**src/rtl/fetch_queue.sv**
```systemverilog
// Instruction prefetch queue: owns the PC, fetches from a combinational ROM and buffers {inst, pc} pairs for decode.
// Optional same-cycle empty-queue bypass is enabled by defining FETCH_QUEUE_BYPASS_EN.
module fetch_queue #(
  parameter int DEPTH = 4,
  parameter int PTR_W = 2
) (
  input  logic        clock,
  input  logic        reset,
  output logic [11:0] rom_addr,
  input  logic [15:0] rom_data,
  input  logic        redirect_valid,
  input  logic [15:0] redirect_pc,
  output logic        inst_valid,
  output logic [15:0] inst,
  output logic [15:0] inst_pc,
  input  logic        inst_ready
);

  localparam logic [PTR_W:0] FULL_COUNT = (PTR_W + 1)'(DEPTH);

  logic [15:0]      pc_reg, pc_next;
  logic [PTR_W-1:0] rd_ptr_reg, rd_ptr_next;
  logic [PTR_W-1:0] wr_ptr_reg, wr_ptr_next;
  logic [PTR_W:0]   count_reg, count_next;

  logic [15:0] inst_mem [DEPTH];
  logic [15:0] pc_mem   [DEPTH];

  logic queue_empty;
  logic push;
  logic pop;
  logic bypass_take;
  logic write_en;
  logic pop_queue;

  assign queue_empty = (count_reg == '0);
  // Push decision looks only at registered count, so a full queue never refills in the cycle it pops.
  assign push        = (count_reg != FULL_COUNT) && !redirect_valid;
  assign rom_addr    = pc_reg[11:0];

  always_comb begin
    inst_valid = !queue_empty;
    inst       = queue_empty ? 16'h0000 : inst_mem[rd_ptr_reg];
    inst_pc    = queue_empty ? 16'h0000 : pc_mem[rd_ptr_reg];
`ifdef FETCH_QUEUE_BYPASS_EN
    if (queue_empty && push) begin
      inst_valid = 1'b1;
      inst       = rom_data;
      inst_pc    = pc_reg;
    end
`endif
  end

  assign pop = inst_valid && inst_ready && !redirect_valid;

`ifdef FETCH_QUEUE_BYPASS_EN
  // A bypassed word taken by decode is never written into storage.
  assign bypass_take = queue_empty && push && inst_ready;
`else
  assign bypass_take = 1'b0;
`endif

  assign write_en  = push && !bypass_take;
  assign pop_queue = pop && !queue_empty;

  always_comb begin
    pc_next     = pc_reg;
    rd_ptr_next = rd_ptr_reg;
    wr_ptr_next = wr_ptr_reg;
    count_next  = count_reg;
    if (redirect_valid) begin
      pc_next     = redirect_pc;
      rd_ptr_next = '0;
      wr_ptr_next = '0;
      count_next  = '0;
    end else begin
      if (push)      pc_next     = pc_reg + 16'd2;
      if (write_en)  wr_ptr_next = wr_ptr_reg + 1'b1;
      if (pop_queue) rd_ptr_next = rd_ptr_reg + 1'b1;
      case ({write_en, pop_queue})
        2'b10:   count_next = count_reg + 1'b1;
        2'b01:   count_next = count_reg - 1'b1;
        default: count_next = count_reg;
      endcase
    end
  end

  always_ff @(posedge clock or negedge reset) begin
    if (!reset) begin
      pc_reg     <= 16'h0000;
      rd_ptr_reg <= '0;
      wr_ptr_reg <= '0;
      count_reg  <= '0;
    end else begin
      pc_reg     <= pc_next;
      rd_ptr_reg <= rd_ptr_next;
      wr_ptr_reg <= wr_ptr_next;
      count_reg  <= count_next;
    end
  end

  // Storage carries no reset so it maps onto plain distributed RAM.
  always_ff @(posedge clock) begin
    if (write_en) begin
      inst_mem[wr_ptr_reg] <= rom_data;
      pc_mem[wr_ptr_reg]   <= pc_reg;
    end
  end

endmodule

```
**config.mk**
```make
export PLATFORM = sky130hd
export DESIGN_NAME = fetch_queue
export DESIGN_NICKNAME = d
export VERILOG_FILES = /design/src/rtl/fetch_queue.sv
export SDC_FILE = /design/constraint.sdc
export NUM_CORES = 1
export LEC_CHECK = 0
export ABC_CLOCK_PERIOD_IN_PS = 2700
export BUFFER_PORTS_ARGS = -buffer_cell sky130_fd_sc_hd__buf_2
export CORE_ASPECT_RATIO = 1.5
export CORE_MARGIN = 5
export CORE_UTILIZATION = 48
export CTS_CLUSTER_SIZE = 14
export DETAILED_ROUTE_END_ITERATION = 12
export MAX_ROUTING_LAYER = met4
export PLACE_DENSITY = 0.73
export SYNTH_ARGS = -nofsm -noshare
export SYNTH_HDL_FRONTEND = slang
export SYNTH_SLANG_ARGS = --single-unit
```
**constraint.sdc**
```tcl
create_clock -name clock -period 2.7 [get_ports clock]
set_clock_uncertainty 0.15 [all_clocks]
set_input_delay 0.27 -clock clock [delete_from_list [all_inputs] [get_ports clock]]
set_output_delay 0.27 -clock clock [all_outputs]
set_load 0.1 [all_outputs]
```
### Word-level counts from Yosys, hierarchy flattened

Memories as Yosys holds them, arrays and structs flattened.
Cells that the tools add are included.

* muxes and demuxes: 12
* reductions and logical operators: 10
* equality and inequality tests: 3
* $add $sub $neg: 5

Operators by type and width (count)
* $mux 16: 4
* $add 16x2->16 const B: 1
* $mux 2: 4
* $pmux 3 s2: 1
* $add 2x1->2 const B: 2
* $logic_and 1x1->1: 4
* $reduce_bool 2->1: 2
* $add 3x1->3 const B: 1
* $logic_not 3->1: 1
* $mux 3: 1
* $ne 3x3->1 const B: 1
* $reduce_bool 3->1: 1
* $sub 3x1->3 const B: 1
* $eq 2x1->1 const B: 1
* $eq 2x2->1 const B: 1
* $logic_not 1->1: 2
* $mux 1: 2

* memories kept: 2
* word-level logic and storage cells: 36
* output and inout bits: 45
* bits in registers: 23
* RAM bits: 128

Memory list
* inst_mem: words 4, bits a word 16, read ports 1, clocked after memory_dff 0, wr ports 1, line 26 `logic [15:0] inst_mem [DEPTH];`
* pc_mem: words 4, bits a word 16, read ports 1, clocked after memory_dff 0, wr ports 1, line 27 `logic [15:0] pc_mem [DEPTH];`

### Depth between registers and ports, before layout

Gate-level depths: netlist of run 1.

* depth in word-level cells: 8
* depth in mapped cells: 6
* depth with buffers taken out: 6

### Worst setup path after synthesis of run 1

No wires, ideal clock.

* kind: flip-flop to output port
* start: register count_reg[0]
* end: output inst_pc[10]
* path slack: -0.379 ns
* buffers on the path: 2
* required time: 2.280 ns
* cell stages (with the launch flop): 5
* data arrival time: 2.659 ns
* path through: dfrtp_1 or3_1 clkbuf_1 clkbuf_1 and2_1

* cells in the longest elaborated chain, start to end: 2

Ends and longest elaborated chain
* start, declared: line 24 `logic [PTR_W:0] count_reg, count_next;`
* start signal, assigned: line 98 `count_reg <= count_next;`
* $logic_not 3->1: line 36 `assign queue_empty = (count_reg == '0);`
* $mux 16: line 44 `inst_pc = queue_empty ? 16'h0000 : pc_mem[rd_ptr_reg];`
* end, declared: line 15 `output logic [15:0] inst_pc,`

Every way passes these cells.

### Worst setup path in the final report of run 1

* start: register rd_ptr_reg[0]
* end: output inst_pc[2]

* cells in the longest elaborated chain, start to end: 2

Ends and longest elaborated chain
* start, declared: line 22 `logic [PTR_W-1:0] rd_ptr_reg, rd_ptr_next;`
* start signal, assigned: line 96 `rd_ptr_reg <= rd_ptr_next;`
* $mem_v2 4x16
* $mux 16: line 44

Every way passes these cells.

==> results.json, run 1 <==
{
  "drc": 0,
  "area_delta_synth_final_pct": 31.79,
  "grt.total_usage_pct": 17.84,
  "final_common_cell": "edfxtp_1",
  "worstSetupStartpointType": "flip-flop",
  "grt_max_degree": 36,
  "cts_tree": "built",
  "tightest_slew_ns": 0.8640,
  "cts_buffers": 17,
  "start_util_pct": 48.33,
  "vias": 3468,
  "die_y_microns": 149.5,
  "fin_crit_ns": 2.456,
  "utilization_pct": 63.70,
  "cts.sinks": 151,
  "hold_class": "input pin to flip-flop",
  "layout_common_cells": "edfxtp_1 (128), buf_2 (47), buf_12 (35), dlygate4sd3_1 (33)",
  "seq_power_share_pct": 37.7,
  "insertion_delay_ns": 0.41,
  "synth_warnings": 0,
  "drive_above_1_share_pct": 32.99,
  "max_slew_margin_pct": 42.40,
  "p_leak_nw": 2.938,
  "n_fill_cell": 894,
  "place_hpwl_mm": 7.473,
  "routabilityCongestion": 0.7741,
  "io_buffers": 80,
  "setup_viol": 0,
  "die_w_microns": 103.0,
  "crit_required_ns": 2.28,
  "gr-total-overflow": 0,
  "path_class": "flip-flop to output pin",
  "htreeDepth": 4,
  "routedWlPerCell_microns": 18.93,
  "crit_path_max_fanout": 7,
  "end_kind": "output pin",
  "switching_power_w": 0.002463,
  "grt_pass1_vias": 3812,
  "synth_area_sq_mm": 0.006230,
  "netSwitchingFraction_pct": 32.56,
  "synth-edff-count": 128,
  "die_area_sq_mm": 0.01540,
  "ys.flop_type": "edfxtp_1",
  "drv_cap": 0,
  "p_int_w": 0.005100,
  "finalHoldViolCount": 0,
  "holdWs_ns": 0.1614,
  "report.final.slew_viol_count": 0,
  "num_rows": 51,
  "grt_pass1_wl_mm": 19.91,
  "pwr-share-clk_pct": 33.1,
  "final_antenna_net_count": 0,
  "drtIter0Drc": 188,
  "outcome": "complete, no violations",
  "core_area_sq_mm": 0.01289,
  "finalSetupTns_ns": 0,
  "nets": 514,
  "antenna_found_initial": 0,
  "synth_fp_nets": 406,
  "cts_buffer_depth": 2,
  "syn_area_per_cell_sq_um": 17.11,
  "ys_seq_area_share_pct": 70.94,
  "ys_async_sr_fraction_pct": 15.23,
  "cts_resized": 0,
  "synthCells": 364,
  "drt_first_pass_iters": 4,
  "timing.fmax_ghz": 0.4071,
  "comb_power_share_pct": 29.2,
  "viasPerCell": 5.385,
  "ys_seq_elements": 151,
  "wl_mm": 12.19,
  "clk_pin_slew_ns": 0.06,
  "ir_worst_vdd_mv": 0.4488,
  "rsz0062_at_grt": "no",
  "arrival_ns": 2.04,
  "root_buffer": "clkbuf_16",
  "fin_crit_sh_pct": 90.98,
  "ys_types": 39,
  "ioPinCount": 81,
  "power.density_mw_per_mm2": 921.1,
  "num_antenna_cells": 0
}
-- what timing repair did --
action                    CTS  global route
buffers inserted            0             0
hold buffers               33             0
hold endpoints to repair  103             0
-- cells by family (layout without fill, tap and decap cells) --
kind of cell / after synthesis / in the layout / synth area share, %
DFF: 151 / 151 / 70.94
buffers and inverters: 35 / 156 / 2.912
AOI/OAI and AO/OA: 27 / 27 / 2.450
and+or+nand+nor: 99 / 99 / 8.777
adders and majority gates: 6 / 6 / 1.326
muxes: 34 / 34 / 11.91
xor gates and xnor gates: 12 / 12 / 1.687
-- routing by layer --
layer	global-route usage (%)	vias to the layer above	wire length [microns]
met5	-	-	0
met4	6.610	0	203
met3	3.731	16	435
met2	30.40	83	6724
met1	20.58	1767	4828
li1	-	1602	-
-- critical path: stages (launching register included) --
cell and delay [ns]:
dfrtp_2 0.48, buf_4 0.24, mux4_2 0.53, and2_1 0.20, buf_12 0.17
-- cell type report --
class	count	area (sq um)	share of cell area, %
tap	159	198.9	2.423
clock buffer	19	442.9	5.395
timing repair buffer	120	1304	15.88
inverter	4	15.01	0.1829
clock inverter	13	195.2	2.377
multi-input combinational	178	1634	19.90
sequential	151	4420	53.84
-- synthesized netlist by cell type (all sizes together), types with 5 or more instances --
cell / number / area (sq um)
buf: 16 / 110.1
a21oi: 6 / 30.03
o21ai: 13 / 65.06
or3: 5 / 31.28
clkbuf: 15 / 56.30
nor2: 11 / 41.29
a31oi: 5 / 31.28
edfxtp: 128 / 3844
nand4: 5 / 31.28
and3: 5 / 31.28
mux4: 32 / 720.7
nand2: 22 / 82.58
and2: 32 / 200.2
xor2: 8 / 70.07
ha: 5 / 62.56
dfrtp: 23 / 575.6
-- power groups by stage --
stage / clock network (W) / logic [W] / registers, W
after floorplan: 0 / 0.00150 / 0.00285
after global placement: 0 / 0.00217 / 0.00288
after detailed placement: 0 / 0.00219 / 0.00289
after CTS: 0.00254 / 0.00224 / 0.00285
after global routing: 0.00266 / 0.00231 / 0.00287
final: 0.00250 / 0.00221 / 0.00285
-- through the flow --
stage / instances / setup slack [ns] / total power, W / area, sq um
global route: 644 / 0.1457 / 0.007830 / 8210
floorplan: 364 / 0.1046 / 0.004346 / 6231
CTS: 644 / 0.1886 / 0.007627 / 8210
finish: 644 / 0.2436 / 0.007563 / 8210
global placement: 579 / 0.5390 / 0.005045 / 7242
detailed placement: 579 / 0.4788 / 0.005088 / 7242
-- worst paths after layout --
check	startpoint	to	slack, ns	cells after the start
max in group asynchronous	reset	rd_ptr_reg[0]	1.76	2
min in group asynchronous	reset	pc_reg[10]	0.23	2
max	rd_ptr_reg[0]	inst_pc[2]	0.24	4
max reg2reg	count_reg[1]	pc_mem[2][12]	0.46	2
min reg2reg	rd_ptr_reg[1]	rd_ptr_reg[1]	0.39	2
min	inst_ready	rd_ptr_reg[1]	0.16	4
Power figures use the tool's default switching activity.
==> run 2, diff against run 1 <==
Settings changed: GPL_TIMING_DRIVEN set to 0.
==> results.json, run 2 (same netlist as run 1, synthesis figures left out) <==
{
  "p_leak_nw": 2.868,
  "vias": 3537,
  "cts.sinks": 151,
  "path_class": "flip-flop to output pin",
  "ioPinCount": 81,
  "rsz0062_at_grt": "no",
  "die_y_microns": 149.5,
  "num_antenna_cells": 0,
  "rr_worst_depth": 3,
  "dpl_cell_area_sq_mm": 0.006835,
  "ir_worst_vdd_mv": 0.4832,
  "cts_setup_buffers": 0,
  "utilization_pct": 60.85,
  "worstSetupStartpointType": "flip-flop",
  "grt_pass1_vias": 3911,
  "fin_crit_ns": 2.572,
  "final_common_cell": "edfxtp_1",
  "cts_buffer_depth": 2,
  "highest_layer": "met4",
  "drc": 0,
  "reg2reg_to": "pc_mem[1][14]",
  "route.met2.wl_mm": 6.892,
  "routedWlPerCell_microns": 18.51,
  "hold_class": "input pin to flip-flop",
  "drt_first_pass_iters": 5,
  "final_antenna_net_count": 0,
  "cts_tree": "built",
  "finalSetupTns_ns": 0,
  "grt_pass1_wl_mm": 19.80,
  "drive_above_1_share_pct": 34.45,
  "drv_cap": 0,
  "layout_common_cells": "edfxtp_1 (128), buf_2 (53), buf_4 (41), dlygate4sd3_1 (33)",
  "grt_max_degree": 33,
  "met3_length_microns": 502,
  "report.final.slew_viol_count": 0,
  "rrSetupSlack_ns": 0.23,
  "arrival_ns": 2.15,
  "tightest_slew_ns": 0.8711,
  "insertion_delay_ns": 0.41,
  "antenna_found_initial": 0,
  "crit_path_max_fanout": 10,
  "area_delta_synth_final_pct": 25.91,
  "clk_pin_slew_ns": 0.06,
  "worstHoldPathCells": 4,
  "rr_startpoint": "count_reg[2]",
  "die_w_microns": 103.0,
  "drtIter0Drc": 291,
  "nets": 537,
  "n_fill_cell": 971,
  "routabilityCongestion": 0.8022,
  "io_buffers": 80,
  "end_kind": "output pin",
  "place_hpwl_mm": 7.862,
  "root_buffer": "clkbuf_16",
  "final-seq-area_sq_mm": 0.004423,
  "core_area_sq_mm": 0.01289,
  "final_cell_area_sq_mm": 0.007844,
  "die_area_sq_mm": 0.01540,
  "setup_viol": 0,
  "min_to": "count_reg[2]",
  "num_rows": 51,
  "start_util_pct": 48.33,
  "hp-start": "inst_ready",
  "finalHoldViolCount": 0,
  "cts_buffers": 17,
  "wl_met1_mm": 4.827,
  "htreeDepth": 4,
  "power.density_mw_per_mm2": 898.7,
  "crit_required_ns": 2.28,
  "gr-total-overflow": 0,
  "max_slew_margin_pct": 41.93,
  "fin_crit_sh_pct": 95.27,
  "viasPerCell": 5.303,
  "multiInputGateArea_sq_mm": 0.001634,
  "outcome": "complete, no violations",
  "wl_mm": 12.34,
  "grt.total_usage_pct": 17.80,
  "timing.fmax_ghz": 0.3887
}
## run 2: cell types whose count changed in the layout (fill, tap and decap cells not counted), sizes merged
cell / before / now
clkbuf: 19 / 36
bufinv: 4 / 3
clkinv: 3 / 7
clkinvlp: 3 / 1
buf: 87 / 94
inv: 7 / 5
## run 2: worst max-delay path, cell delays in order (launching register included)
cell,delay [ns]
dfrtp_2,0.47
or3_1,0.38
clkbuf_1,0.20
clkbuf_2,0.25
and2_1,0.20
buf_4,0.23
## run 2: final cells by class
class	count	area share [%]
sequential	151	56.39
multi-input combinational	178	20.83
timing repair buffer	113	10.24
clock buffer	20	5.567
tap	159	2.536
buffer	30	2.297
clock inverter	12	1.946
inverter	4	0.1914
## run 2: worst max-delay path by stage
stage	cells past startpoint	start	slack (ns)	end
floorplan	4	count_reg[0]	0.10	inst_pc[10]
global placement	3	count_reg[0]	-0.37	inst_mem[3][9]
detailed placement	5	rd_ptr_reg[0]	0.07	inst[6]
CTS	5	count_reg[0]	0.005	inst_pc[12]
global route	5	count_reg[1]	0.0008	inst_pc[4]
finish	5	count_reg[1]	0.13	inst[10]
## run 2: where the power goes
group	switching [W]	internal (W)	total [W]	leakage, nW
logic	0.00137	0.000502	0.00187	1.13
clock network	0.000868	0.00145	0.00232	0.288
registers	0.000121	0.00274	0.00286	1.45
total	0.00236	0.00469	0.00705	2.87
## run 2: layer usage
metal,up-vias,track usage (%)
li1,1648,-
met1,1784,20.23
met2,99,30.24
met3,6,4.198
met4,0,6.740
met5,-,-
## run 2: metrics by stage
| stage | cells | hold WS, ns | worst slack [ns] | power (W) |
|---|---|---|---|---|
| 3_5_place_dp | 603 | 0.1408 | 0.07374 | 0.004683 |
| 3_3_place_gp | 603 | 0.1307 | -0.3672 | 0.004649 |
| 4_1_cts | 667 | 0.05827 | 0.005482 | 0.007101 |
| 2_1_floorplan | 364 | -0.1756 | 0.1046 | 0.004346 |
| 5_1_grt | 667 | 0.09818 | 0.0008173 | 0.007315 |
| 6_report | 667 | 0.07627 | 0.1276 | 0.007049 |
## run 2: what timing repair did
| item | CTS | global route |
|---|---|---|
| endpoints found under the hold margin | 103 | 0 |
| endpoints found under the setup margin | 29 | 25 |
| hold buffers | 33 | 0 |
| gates cloned | 0 | 0 |
| resized for setup | 35 | 8 |
